File: src/rtl/ifetch_ctrl.sv
`default_nettype none
// ============================================================================
// Module   : ifetch_ctrl
// Brief    : Instruction-fetch sequencer. It keeps one read outstanding to
//            instruction memory, holds returned words in a 2-entry buffer and
//            discards in-flight data when execute redirects the PC.
//            IFETCH_PREFETCH_EN lets fetch run up to two entries ahead of decode.
// Revision : 1.0 - initial release
// ============================================================================
module ifetch_ctrl #(
    parameter logic [31:0] RESET_PC = 32'h0000_0060
) (
    input  logic        clk,
    input  logic        rst_n,
    output logic        imem_read,
    output logic [31:0] imem_address,
    input  logic        imem_resp,
    input  logic [31:0] imem_rdata,
    input  logic        redirect,
    input  logic [31:0] redirect_pc,
    output logic        id_valid,
    input  logic        id_ready,
    output logic [31:0] instr_addr,
    output logic [31:0] rom_instr
);

    localparam logic [1:0] S_IDLE    = 2'd0;
    localparam logic [1:0] S_REQ     = 2'd1;
    localparam logic [1:0] S_DISCARD = 2'd2;

    logic [1:0]  r_state;
    logic [1:0]  w_state_nxt;
    logic [31:0] r_fetch_pc;
    logic [31:0] w_fetch_pc_nxt;
    logic [31:0] r_req_addr;
    logic [31:0] w_req_addr_nxt;
    logic [1:0]  r_count;
    logic [31:0] r_fifo_pc    [2];
    logic [31:0] r_fifo_instr [2];

    logic        w_push;
    logic        w_pop;
    logic [31:0] w_redirect_pc;
    logic [31:0] w_pc_plus4;
    logic [1:0]  w_cnt_pop;
    logic [1:0]  w_cnt_push;
    logic        w_room_idle;
    logic        w_room_req;

    assign w_redirect_pc = {redirect_pc[31:2], 2'b00};
    assign w_pc_plus4    = r_fetch_pc + 32'd4;
    assign w_push        = (r_state == S_REQ) && imem_resp && !redirect;
    assign w_pop         = (r_count != 2'd0) && id_ready && !redirect;
    assign w_cnt_pop     = r_count - {1'b0, w_pop};
    assign w_cnt_push    = w_cnt_pop + 2'd1;

    // Room is judged on the occupancy this edge will leave behind.
`ifdef IFETCH_PREFETCH_EN
    assign w_room_idle = (w_cnt_pop < 2'd2);
    assign w_room_req  = (w_cnt_push < 2'd2);
`else
    assign w_room_idle = (w_cnt_pop == 2'd0);
    assign w_room_req  = (w_cnt_push == 2'd0);
`endif

    always_ff @(posedge clk or negedge rst_n) begin
        if (!rst_n) begin
            r_state    <= S_IDLE;
            r_fetch_pc <= RESET_PC;
            r_req_addr <= RESET_PC;
        end else begin
            r_state    <= w_state_nxt;
            r_fetch_pc <= w_fetch_pc_nxt;
            r_req_addr <= w_req_addr_nxt;
        end
    end

    always_comb begin
        w_state_nxt    = r_state;
        w_fetch_pc_nxt = r_fetch_pc;
        w_req_addr_nxt = r_req_addr;
        case (r_state)
            S_IDLE: begin
                if (redirect) begin
                    w_fetch_pc_nxt = w_redirect_pc;
                end else if (w_room_idle) begin
                    w_req_addr_nxt = r_fetch_pc;
                    w_state_nxt    = S_REQ;
                end
            end
            S_REQ: begin
                if (imem_resp && !redirect) begin
                    w_fetch_pc_nxt = w_pc_plus4;
                    if (w_room_req) begin
                        w_req_addr_nxt = w_pc_plus4;
                    end else begin
                        w_state_nxt = S_IDLE;
                    end
                end else if (imem_resp) begin
                    w_fetch_pc_nxt = w_redirect_pc;
                    w_req_addr_nxt = w_redirect_pc;
                end else if (redirect) begin
                    // The issued read cannot be withdrawn; wait out its response.
                    w_fetch_pc_nxt = w_redirect_pc;
                    w_state_nxt    = S_DISCARD;
                end
            end
            S_DISCARD: begin
                if (redirect) begin
                    w_fetch_pc_nxt = w_redirect_pc;
                end
                if (imem_resp) begin
                    w_req_addr_nxt = redirect ? w_redirect_pc : r_fetch_pc;
                    w_state_nxt    = S_REQ;
                end
            end
            default: begin
                w_state_nxt = S_IDLE;
            end
        endcase
    end

    // Shift buffer: entry 0 is always the head presented to decode.
    always_ff @(posedge clk or negedge rst_n) begin
        if (!rst_n) begin
            r_count         <= 2'd0;
            r_fifo_pc[0]    <= 32'd0;
            r_fifo_pc[1]    <= 32'd0;
            r_fifo_instr[0] <= 32'd0;
            r_fifo_instr[1] <= 32'd0;
        end else if (redirect) begin
            r_count <= 2'd0;
        end else begin
            r_count <= w_cnt_pop + {1'b0, w_push};
            if (w_pop) begin
                r_fifo_pc[0]    <= r_fifo_pc[1];
                r_fifo_instr[0] <= r_fifo_instr[1];
            end
            if (w_push) begin
                if (w_cnt_pop == 2'd0) begin
                    r_fifo_pc[0]    <= r_req_addr;
                    r_fifo_instr[0] <= imem_rdata;
                end else begin
                    r_fifo_pc[1]    <= r_req_addr;
                    r_fifo_instr[1] <= imem_rdata;
                end
            end
        end
    end

    a_no_push_when_full : assert property (
        @(posedge clk) disable iff (!rst_n) !(w_push && (r_count == 2'd2))
    );

    assign imem_read    = (r_state != S_IDLE);
    assign imem_address = r_req_addr;
    assign id_valid     = (r_count != 2'd0);
    assign instr_addr   = r_fifo_pc[0];
    assign rom_instr    = r_fifo_instr[0];

endmodule
`default_nettype wire

File: config.mk
export PLATFORM = sky130hd
export DESIGN_NAME = ifetch_ctrl
export DESIGN_NICKNAME = d
export VERILOG_FILES = /design/src/rtl/ifetch_ctrl.sv
export SDC_FILE = /design/constraint.sdc
export NUM_CORES = 1
export LEC_CHECK = 0
export ABC_AREA = 1
export BUFFER_PORTS_ARGS = -buffer_cell sky130_fd_sc_hd__buf_2
export CAP_MARGIN = 20
export CORE_MARGIN = 1
export CORE_UTILIZATION = 56
export DETAILED_ROUTE_END_ITERATION = 16
export GPL_ROUTABILITY_DRIVEN = 0
export HOLD_SLACK_MARGIN = 0.12
export PLACE_DENSITY_LB_ADDON = 0.3
export SYNTH_ARGS = -nofsm -noshare
export SYNTH_HDL_FRONTEND = slang
export SYNTH_SLANG_ARGS = --single-unit
File: constraint.sdc
create_clock -name clk -period 3.6 [get_ports clk]
set_input_delay 0.36 -clock clk [delete_from_list [all_inputs] [get_ports clk]]
set_output_delay 0.36 -clock clk [all_outputs]
set_load 0.05 [all_outputs]
Word level (Yosys, flattened, before mapping)
Cells that the tools add are included.
{"block": "totals", "inputBits": 69, "out_inout_bits": 98, "elab_cells": 69, "regBits": 196}
{"block": "classes", "eq_ne": 10, "muxes": 28, "bitwise_logic": 2, "n_reduce_logical": 17, "n_addsub": 4}
{"cell": "$mux 32", "count": 15}
{"cell": "$mux 64", "count": 2}
{"cell": "$pmux 32 s3", "count": 1}
{"cell": "$pmux 32 s2", "count": 1}
{"cell": "$add 32x3->32 const B", "count": 1}
{"cell": "$mux 2", "count": 8}
{"cell": "$reduce_and 6->1", "count": 2}
{"cell": "$ne 3x2->1 const B", "count": 3}
{"cell": "$logic_not 2->1", "count": 3}
{"cell": "$ne 2x2->1 const B", "count": 3}
{"cell": "$ne 3x3->1 const B", "count": 2}
{"cell": "$pmux 2 s3", "count": 1}
{"cell": "$reduce_bool 2->1", "count": 3}
{"cell": "$logic_and 1x1->1", "count": 5}
{"cell": "$reduce_and 3->1", "count": 1}
{"cell": "$reduce_bool 3->1", "count": 1}
{"cell": "$add 2x1->2", "count": 1}
{"cell": "$add 2x1->2 const B", "count": 1}
{"cell": "$eq 2x1->1 const B", "count": 1}
{"cell": "$eq 2x2->1 const B", "count": 1}
{"cell": "$not 1->1", "count": 2}
{"cell": "$reduce_or 2->1", "count": 1}
{"cell": "$sub 2x1->2", "count": 1}
{"cell": "$logic_not 1->1", "count": 1}

Longest topological paths before layout
{"block": "depth", "depth_word": 9, "depth_mapped": 17, "mapped_depth_nobuf": 14}

Worst setup path before layout
No wires, ideal clock.
{"block": "synth_timing", "path_kind": "register -> register", "start": "register r_count[1]", "end": "register r_req_addr[24], in the netlist imem_address[24]", "synth_period_minus_slack_ns": 2.527, "setup_ns": 0.074, "required_ns": 3.526, "setup_slack_ns": 1.073, "n_path_buf": 3, "t_arrival_ns": 2.453, "path_stages_with_launch": 18, "path_cell_list": "dfrtp_1 nor2_1 inv_1 nand3_1 inv_1 clkbuf_1 ha_1 or2_1 nand2_2 inv_1 nand2_1 nand2_1 nand3_2 buf_6 buf_6 a21oi_1 nand2_1 o21ai_2"}
{"block": "synth_between", "elab_chain_len": 8, "elab_cells_between_ends": 10, "classes_between": "add/sub (2); eq/ne (2); reduce/logical (6)"}
{"item": "start: declaration", "line": "37", "source": "logic [1:0] r_count;"}
{"item": "start signal: assignment", "line": "134", "source": "r_count <= w_cnt_pop + {1'b0, w_push};"}
{"item": "$reduce_bool 2->1 *"}
{"item": "via id_valid", "line": "21", "source": "output logic id_valid,"}
{"item": "$logic_and 1x1->1 * (2 in series)", "line": "53", "source": "assign w_pop = (r_count != 2'd0) && id_ready && !redirect;"}
{"item": "$sub 2x1->2 *", "line": "54", "source": "assign w_cnt_pop = r_count - {1'b0, w_pop};"}
{"item": "$add 2x1->2", "line": "55", "source": "assign w_cnt_push = w_cnt_pop + 2'd1;"}
{"item": "$logic_not 2->1", "line": "63", "source": "assign w_room_req = (w_cnt_push == 2'd0);"}
{"item": "$ne 3x3->1 (no line)"}
{"item": "$reduce_and 6->1 (no line) *"}
{"item": "end signal: assignment", "line": "74", "source": "r_req_addr <= w_req_addr_nxt;"}
{"item": "end: declaration", "line": "35", "source": "logic [31:0] r_req_addr;"}
The timed path passes the listed nets; every way through them passes the cells marked *.
A chain may end at the register's enable or synchronous reset.

Worst setup path after layout
{"block": "layout_timing", "start": "register r_state[1]", "end": "register r_req_addr[19], in the netlist imem_address[19]"}
{"block": "layout_between", "elab_chain_len": 3, "elab_cells_between_ends": 11, "classes_between": "eq/ne (7); mux (1); reduce/logical (3)"}
{"item": "start: declaration", "line": "31", "source": "logic [1:0] r_state;"}
{"item": "start signal: assignment", "line": "72", "source": "r_state <= w_state_nxt;"}
{"item": "$eq 2x1->1, or another cell as far along", "line": "82", "source": "case (r_state)"}
{"item": "$ne 3x3->1 (no line), or another cell as far along"}
{"item": "$reduce_and 6->1 (no line)"}
Parallel ways exist; a longest one is shown, timed or not.

==> flow_metrics.tcl <==
set metrics [dict create \
    status "finished clean" \
    drt_iter0_markers 948 \
    ant_nets 0 \
    io_pins 167 \
    synth_xor_area_frac 0.00318 \
    core_um2 19000 \
    dieArea_um2 20300 \
    ys_ff_latch 196 \
    hold_viol 0 \
    wl_per_cell_um 17.4 \
    rows 50 \
    fin_crit_sh 0.793 \
    ys_types 48 \
    grt_pass1_wl_mm 47.6 \
    ir_drop_v 0.000437 \
    power.leakage_uw 0.00599 \
    clock-sinks 196 \
    timing.slew.headroom 0.396 \
    postSynth.asyncResetShare 1.00 \
    setup_viol 0 \
    grt_util_all_layers 0.302 \
    netlist_instances 1377 \
    cp-end-kind "flip-flop" \
    synth_area_leaders "dfrtp_1, nand2_1, buf_4" \
    ys_seq_area_frac 0.445 \
    fmax_mhz 350 \
    required_ns 3.90 \
    ys.warnings.count 0 \
    synth_compound_area_frac 0.163 \
    min_period_ns 2.86 \
    nNetsFinal 1515 \
    critPathKind "flip-flop to flip-flop" \
    crit_slowest_cell "ha_1" \
    fillers 1683 \
    maxCapViolCount 0 \
    fp.dieW_um 142 \
    skew_ns 0.0144 \
    post_cts_resized 0 \
    finalWirelength_mm 29.8 \
    ctsHoldBuffers 1 \
    syn2layout_area_growth_pct 9.95 \
    grt_max_degree 92 \
    cts_setup_buffers 0 \
    crit_top_cell "o21ai_0" \
    crit_chain "inv_1 > ha_1 > inv_2 > a221oi_1 > o21ai_0 > nand2_1 > o21ai_0" \
    antenna_found_initial 0 \
    rsz0062_at_grt "false" \
    crit_buf_inv 2 \
    cts_inserted_buffers 17 \
    cts-root-buf "clkbuf_16" \
    yosys.area.top_type "dfrtp_1" \
    num_vias 9936 \
    synth_mux_area_frac 0.0398 \
    setup_tns_ns 0 \
    maxSlewViolCount 0 \
    crit_fanout 45 \
    start_kind "flip-flop" \
    port-buffer-count 164 \
    synth_ff_type "dfrtp_1" \
    start_util 0.580 \
    p_total_uw 12800 \
    dp_hpwl_mm 19.9 \
    synth-simple-area-share 0.213 \
    cts_tree "yes" \
    synth_area_per_cell_um2 8.01 \
    viasPerCell 5.81 \
    final_layout_size_suffix_gt1_frac 0.202 \
    synth_top_area_frac 0.436 \
    syn_area_um2 11000 \
    clock_path_buffers 2 \
    power_density_nw_per_um2 1060 \
    synthAdderAreaFrac 0.00908 \
    crit_arrival_ns 3.16 \
    synth_top_family_by_area "simple AND/OR/NAND/NOR gates" \
    hold_path_class "primary input to flip-flop" \
    die_h_um 142 \
    synth_edf_count 0 \
    clock_latency_ns 0.44 \
    first_global_vias 9135 \
    grt-ovfl-total 0 \
    critPathTopFamily "adder cells" \
    dr.pass1.iters 6 \
    synth_nets 1454 \
    drc 0 \
    clk_pin_slew_ns 0.08 \
    tightest_slew_ns 0.900 \
    cts_max_level 4 \
    diodes 0 \
    cpPeakStageDelay_ns 0.78 \
]
==> path summary, 6_finish.rpt <==
| check | depth (start not counted) | to | slack (ns) | start |
|---|---|---|---|---|
| setup / recovery | 7 | imem_address[19] | 0.74 | r_state[1] |
| hold / removal | 3 | rom_instr[25] | 0.14 | imem_rdata[25] |
| setup reg to reg | 7 | imem_address[19] | 0.74 | r_state[1] |
| hold reg to reg | 2 | r_fifo_pc[14] | 0.49 | r_fifo_pc[14] |
| max in group asynchronous | 3 | r_fifo_pc[14] | 2.19 | rst_n |
| min in group asynchronous | 2 | rom_instr[25] | 0.49 | rst_n |
==> cells in the final DEF (no fill, tap or decap), types with 17 or more instances in the layout <==
cell type / Yosys / routed
o221ai_1: 35 / 35
inv_1: 129 / 129
dfrtp_1: 192 / 192
mux2_2: 39 / 39
buf_4: 68 / 17
nor2_1: 90 / 90
o21ai_0: 90 / 90
o21ai_1: 26 / 26
nand2_1: 330 / 330
nand3_1: 98 / 97
a21oi_1: 60 / 60
clkbuf_16: 0 / 17
o211ai_1: 18 / 18
buf_2: 34 / 163
==> through the flow <==
step           instances   util  area (um^2)  hold slack [ns]  worst slack, ns
2_1_floorplan       1377      -        11000           0.0644             1.07
3_3_place_gp        1678  0.606        11500            0.437            0.738
3_5_place_dp        1678  0.606        11500            0.433            0.663
4_1_cts             1711  0.638        12100            0.128            0.842
5_1_grt             1711  0.638        12100            0.145            0.563
6_report            1711  0.638        12100            0.139            0.744
==> final cells by class <==
cell class / instances / area (um^2) / area share
Clock inverter: 14 / 170 / 0.0140
Sequential cell: 196 / 4910 / 0.405
Timing Repair Buffer: 185 / 1030 / 0.0847
Multi-Input combinational cell: 897 / 4730 / 0.390
Tap cell: 260 / 325 / 0.0268
Clock buffer: 18 / 429 / 0.0354
Inverter: 141 / 534 / 0.0441
==> worst register-to-register path, cell delays in order, from the launching register on <==
cell and delay [ns]:
dfrtp_1 0.45, inv_1 0.11, ha_1 0.78, inv_2 0.56, a221oi_1 0.43, o21ai_0 0.15, nand2_1 0.15, o21ai_0 0.10
==> cells in the mapped netlist (all sizes together) (2+ instances only) <==
| cell | count |
|---|---|
| nand2 | 340 |
| dfrtp | 192 |
| inv | 140 |
| o21ai | 117 |
| buf | 110 |
| nand3 | 100 |
| nor2 | 97 |
| a21oi | 60 |
| mux2 | 39 |
| o221ai | 37 |
| clkbuf | 33 |
| o211ai | 18 |
| a22oi | 15 |
| nand4 | 15 |
| a221oi | 11 |
| ha | 8 |
| a31oi | 6 |
| o311ai | 6 |
| a211oi | 4 |
| dfstp | 4 |
| nor3 | 4 |
| o22a | 4 |
| xor2 | 4 |
| a21boi | 2 |
| o2111ai | 2 |
| o21a | 2 |
==> where the power goes <==
group	switching, uW	leakage (uW)	internal, uW	total [uW]
Clock	897	0.000296	1050	1950
Combinational	4960	0.00329	1880	6840
Sequential	775	0.00241	3260	4030
Total	6630	0.00599	6180	12800
==> registers in the layout, summed over array words and instances (netlist names) <==
register,flops
imem_address,32
instr_addr,32
r_count,2
r_fetch_pc,32
r_fifo_instr,32
r_fifo_pc,32
r_state,2
rom_instr,32
==> per-layer routing <==
metal / track usage / part of all wire
met2: 0.483 / 0.46
met1: 0.416 / 0.42
met5: 0 / 0
met4: 0.117 / 0.029
met3: 0.0454 / 0.087
==> logic make-up after synthesis <==
family,Yosys count
and+or+nand+nor,559
AOI/OAI and AO/OA,287
xor gates and xnor gates,4
DFF,196
muxes,39
adders and majority gates,8
buffers and inverters,284
No activity file was read; power rests on OpenSTA's default activity.
